$ cat src/rtl/uart_tx_buf.sv
// Transmit word buffer: FIFO of bus words issued one at a time to uart_ctrl,
// pacing each word on the synchronised txd_valid completion edge.
module uart_tx_buf #(
  parameter int DEPTH   = 8,
  parameter int AW      = 3,
  parameter int EN_HOLD = 16,
  parameter int TIMEOUT = 65535
) (
  input  logic          clk,
  input  logic          rst,
  input  logic          wr_en,
  input  logic [31:0]   wr_data,
  output logic          full,
  output logic [AW:0]   level,
  input  logic          flush,
  output logic [31:0]   data_out,
  output logic          data_out_en,
  input  logic          txd_valid,
  output logic          busy,
  output logic          ovf,
  output logic          tmo,
  input  logic          err_clr,
  output logic [15:0]   sent_cnt
);

  localparam int HW = $clog2(EN_HOLD + 1);
  localparam int WW = $clog2(TIMEOUT + 1);
  localparam logic [HW-1:0] HOLD_LAST = HW'(EN_HOLD - 1);
  localparam logic [WW-1:0] WAIT_LAST = WW'(TIMEOUT - 1);
  localparam logic [AW:0]   PTR_ONE   = (AW+1)'(1);

  typedef enum logic [1:0] {
    S_IDLE,
    S_ISSUE,
    S_WAIT,
    S_GAP
  } state_t;

  state_t        state_q, state_d;
  logic [AW:0]   wr_ptr_q, wr_ptr_d;
  logic [AW:0]   rd_ptr_q, rd_ptr_d;
  logic [31:0]   data_out_q, data_out_d;
  logic          en_q, en_d;
  logic [HW-1:0] hold_q, hold_d;
  logic [WW-1:0] wait_q, wait_d;
  logic [15:0]   sent_q, sent_d;
  logic          ovf_q, ovf_d;
  logic          tmo_q, tmo_d;
  logic          sync1_q, sync2_q, sync3_q;
  logic [31:0]   mem_q [DEPTH];

  logic empty, full_w, push, done, ovf_set, tmo_set;

  assign empty  = (wr_ptr_q == rd_ptr_q);
  assign full_w = (wr_ptr_q[AW] != rd_ptr_q[AW]) &&
                  (wr_ptr_q[AW-1:0] == rd_ptr_q[AW-1:0]);
  assign push   = wr_en & ~full_w & ~flush;
  assign done   = sync2_q & ~sync3_q;

  always_ff @(posedge clk) begin
    if (push) mem_q[wr_ptr_q[AW-1:0]] <= wr_data;
  end

  always_comb begin
    state_d    = state_q;
    wr_ptr_d   = push ? wr_ptr_q + PTR_ONE : wr_ptr_q;
    rd_ptr_d   = rd_ptr_q;
    data_out_d = data_out_q;
    en_d       = en_q;
    hold_d     = hold_q;
    wait_d     = wait_q;
    sent_d     = sent_q;
    ovf_set    = wr_en & full_w & ~flush;
    tmo_set    = 1'b0;
    if (flush) begin
      state_d  = S_IDLE;
      wr_ptr_d = '0;
      rd_ptr_d = '0;
      en_d     = 1'b0;
      hold_d   = '0;
      wait_d   = '0;
    end else begin
      unique case (state_q)
        S_IDLE: begin
          if (!empty) begin
            data_out_d = mem_q[rd_ptr_q[AW-1:0]];
            rd_ptr_d   = rd_ptr_q + PTR_ONE;
            en_d       = 1'b1;
            hold_d     = '0;
            state_d    = S_ISSUE;
          end
        end
        S_ISSUE: begin
          if (hold_q == HOLD_LAST) begin
            en_d    = 1'b0;
            wait_d  = '0;
            state_d = S_WAIT;
          end else begin
            hold_d = hold_q + HW'(1);
          end
        end
        S_WAIT: begin
          // a completion in the final timeout cycle still counts
          if (done) begin
            sent_d  = sent_q + 16'd1;
            state_d = S_GAP;
          end else if (wait_q == WAIT_LAST) begin
            tmo_set = 1'b1;
            state_d = S_IDLE;
          end else begin
            wait_d = wait_q + WW'(1);
          end
        end
        S_GAP: state_d = S_IDLE;
      endcase
    end
    ovf_d = ovf_set | (ovf_q & ~err_clr);
    tmo_d = tmo_set | (tmo_q & ~err_clr);
  end

  always_ff @(posedge clk or posedge rst) begin
    if (rst) begin
      state_q    <= S_IDLE;
      wr_ptr_q   <= '0;
      rd_ptr_q   <= '0;
      data_out_q <= '0;
      en_q       <= 1'b0;
      hold_q     <= '0;
      wait_q     <= '0;
      sent_q     <= '0;
      ovf_q      <= 1'b0;
      tmo_q      <= 1'b0;
      sync1_q    <= 1'b0;
      sync2_q    <= 1'b0;
      sync3_q    <= 1'b0;
    end else begin
      state_q    <= state_d;
      wr_ptr_q   <= wr_ptr_d;
      rd_ptr_q   <= rd_ptr_d;
      data_out_q <= data_out_d;
      en_q       <= en_d;
      hold_q     <= hold_d;
      wait_q     <= wait_d;
      sent_q     <= sent_d;
      ovf_q      <= ovf_d;
      tmo_q      <= tmo_d;
      sync1_q    <= txd_valid;
      sync2_q    <= sync1_q;
      sync3_q    <= sync2_q;
    end
  end

  assign full        = full_w;
  assign level       = wr_ptr_q - rd_ptr_q;
  assign data_out    = data_out_q;
  assign data_out_en = en_q;
  assign busy        = (state_q != S_IDLE);
  assign ovf         = ovf_q;
  assign tmo         = tmo_q;
  assign sent_cnt    = sent_q;

endmodule

$ cat config.mk
export PLATFORM = sky130hd
export DESIGN_NAME = uart_tx_buf
export DESIGN_NICKNAME = d
export VERILOG_FILES = /design/src/rtl/uart_tx_buf.sv
export SDC_FILE = /design/constraint.sdc
export NUM_CORES = 1
export LEC_CHECK = 0
export CAP_MARGIN = 10
export CORE_UTILIZATION = 55
export CTS_CLUSTER_DIAMETER = 100
export DETAILED_ROUTE_END_ITERATION = 8
export PLACE_DENSITY = 0.74
export SYNTH_ARGS = -nofsm -noshare
export SYNTH_HDL_FRONTEND = slang
export SYNTH_SLANG_ARGS = --single-unit
$ cat constraint.sdc
create_clock -name clk -period 5.2 [get_ports clk]
set_input_delay 1.3 -clock clk [delete_from_list [all_inputs] [get_ports clk]]
set_output_delay 1.3 -clock clk [all_outputs]
set_load 0.02 [all_outputs]
==> out/results.txt <==
fraction of registers with async set/reset - 24.9%
final global-route overflow total - 0
final wirelength - 27.4 mm
EDFF count, synth - 256
First-pass DRT Iterations - 5
largest area contributor in the netlist - edfxtp_1
delay-heaviest family, CP - buffers and inverters
vias per cell - 5.92
DIE WIDTH - 159 um
GRT Resource Usage Total - 22.9%
# DRC - 0
layout cells sized above 1 - 16.3%
row count - 57
setup TNS - 0 ns
Pwr per Cell Area - 443 nW/um2
H-tree depth - 2
DR iter-0 viols - 711
LEAKAGE - 5.53 nW
Yosys warning count - 0
critical path launch point type - register
vias in the first global route - 7768
FMAX - 239 MHz
status - finished, final reports clean
RSZ-0062 raised after global routing - no
detailed-route via count - 7527
Seq/Total Area, Yosys - 72.5%
initial antenna violation count - 2
PnR worst setup slack - 1.01 ns
#FFs+latches synth - 341
pre-CTS WS - 1.45 ns
fin nets - 968
Final Power - 7.11 mW
Skew-Pair Late Insertion Delay - 0.53 ns
Setup Skew - 0.0146 ns
final worst path period share - 80.6%
ys flop type - edfxtp_1
Post-Syn Instances - 803
TritonCTS buffer count - 35
worst slew pin tran - 0.962 ns
# hold bufs at CTS - 0
Max Cap Violations - 0
Core ar. - 24200 um2
worst min-delay path class - reg2reg
syn_nets - 852
die height - 159 um
pin count of the biggest net entering global routing - 65
ranking of synthesized cells by area - edfxtp_1 57%, dfrtp_1 16%, mux4_2 11%
Commonest cells post-synth - 256 x edfxtp_1, 85 x dfrtp_1, 82 x nand2_1, 64 x mux4_2, 54 x nor2_1
clock-pin slew on the worst setup and hold paths - 0.06 ns
Clock Sinks - 341
initial core utilization - 55.8%
dpl hpwl - 15.7 mm
Buffers on Ports - 94
final setup violation count - 0
Worst Path Buf+Inv - 2
worst vdd ir - 349 uV
P&R area growth vs syn - 18.6%
global-route wire length before repair - 43.9 mm
number of setup buffers added after CTS - 0
Root Buffer - clkbuf_16
Crit Path Class - reg2out
clock buffer depth - 3
DRT antenna net count - 0
storage element area - 9820 um2
CP max FO - 15
CP Data Required Time - 3.90 ns
Critical Path Slowest Stage Cell - dfrtp_1
Die ar. - 25200 um2
post_cts resized - 0
gp weighted congestion - 0.825
most common cell in the netlist - edfxtp_1
Final Hold Viols - 0
CTS tree - yes
Yosys top cell area share - 56.8%
Arrival @ worst endpoint - 2.89 ns
Avg Cell Area, Syn - 16.8 um2
max_slew headroom - 35.8%
CP Capture Type - output pin
Mapped Area - 13500 um2
Fin Hold WS - 0.351 ns
crit path cell chain - inv_1, ha_1, a21o_1, a21oi_1, xnor2_1, clkdlybuf4s50_1
# fillers - 1691
WL/cell - 21.5 um
Slew Viols, Final - 0
synth unique cells - 58
Top-Level Pins - 95
Worst path max stage delay - 0.75 ns
area of the multi-input gates - 3560 um2
min cycle time layout - 4.19 ns
## logic make-up (layout without fill, tap and decap cells)
| logic type | after synthesis | count (layout) | synth area share [%] |
|---|---|---|---|
| AOI/OAI and AO/OA | 90 | 90 | 4.61 |
| xor gates and xnor gates | 26 | 26 | 1.74 |
| adders and majority gates | 11 | 11 | 1.07 |
| buffers and inverters | 54 | 197 | 1.63 |
| DFF | 341 | 341 | 72.5 |
| muxes | 67 | 67 | 10.9 |
| other | 0 | 1 | 0 |
| and+or+nand+nor | 214 | 214 | 7.53 |
## metal layers
metal / GRT usage (%) / share of wire, % / vias up
li1: - / - / 3365
met3: 4.21 / 6.7 / 40
met2: 37.6 / 50 / 284
met5: 0 / 0.051 / -
met1: 31.1 / 41 / 3836
met4: 7.63 / 2.2 / 2
## through the flow
step                area, um2  util (%)  std cells
global placement        14900      61.6       1206
floorplan               13500         -        803
CTS                     16000      66.2       1270
global route            16000      66.2       1270
detailed placement      14900      61.6       1206
finish                  16000      66.2       1271
## placed cells by master (no fill, tap or decap), types with 8 or more instances in the layout
| cell type | netlist | layout |
|---|---|---|
| xnor2_1 | 17 | 17 |
| clkbuf_16 | 0 | 35 |
| edfxtp_1 | 256 | 256 |
| nand3_1 | 17 | 17 |
| buf_4 | 0 | 20 |
| nand4_1 | 13 | 13 |
| a21oi_1 | 8 | 8 |
| xor2_1 | 8 | 8 |
| and3_1 | 8 | 8 |
| ha_1 | 10 | 10 |
| a31oi_1 | 38 | 38 |
| nor2_1 | 54 | 48 |
| mux4_2 | 64 | 64 |
| inv_1 | 19 | 18 |
| nand2_1 | 82 | 82 |
| dfrtp_1 | 85 | 83 |
| clkbuf_1 | 19 | 15 |
| clkdlybuf4s50_1 | 0 | 94 |
| o21ai_0 | 8 | 8 |
## report_power, final
part	internal (mW)	leakage (nW)	switching, mW
Clock	1.39	0.530	1.02
Combinational	0.663	1.61	0.747
Sequential	3.11	3.39	0.176
Total	5.16	5.53	1.95
## final cells by class
cell class | instances | share of cell area (%)
diodes | 1 | 0.0156
clock buffers | 51 | 5.89
clock inverters | 13 | 0.951
inverters | 19 | 0.452
multi-input cells | 408 | 22.2
flip-flops and latches | 341 | 61.2
well taps | 324 | 2.53
repair buffers | 114 | 6.80
## registers in the layout (all words and copies together) (netlist names)
| register | count |
|---|---|
| hold_q | 5 |
| ovf | 1 |
| sent_cnt | 16 |
| sync2_q | 1 |
| rd_ptr_q | 4 |
| wr_ptr_q | 4 |
| data_out_en | 1 |
| sync3_q | 1 |
| mem_q | 256 |
| data_out | 32 |
| tmo | 1 |
| sync1_q | 1 |
| state_q | 2 |
| wait_q | 16 |
## path summary, 6_finish.rpt
path	startpoint	end	slack (ns)	cells past startpoint
worst max register to register	rd_ptr_q[0]	mem_q[4][11]	1.81	6
worst min register to register	sync1_q	sync2_q	0.35	0
max in group asynchronous	rst	rd_ptr_q[0]	3.11	3
min in group asynchronous	rst	wait_q[13]	1.23	2
worst max-delay path	rd_ptr_q[1]	level[3]	1.01	6
worst min-delay path	sync1_q	sync2_q	0.35	0
No activity file was read; power rests on OpenSTA's default activity.
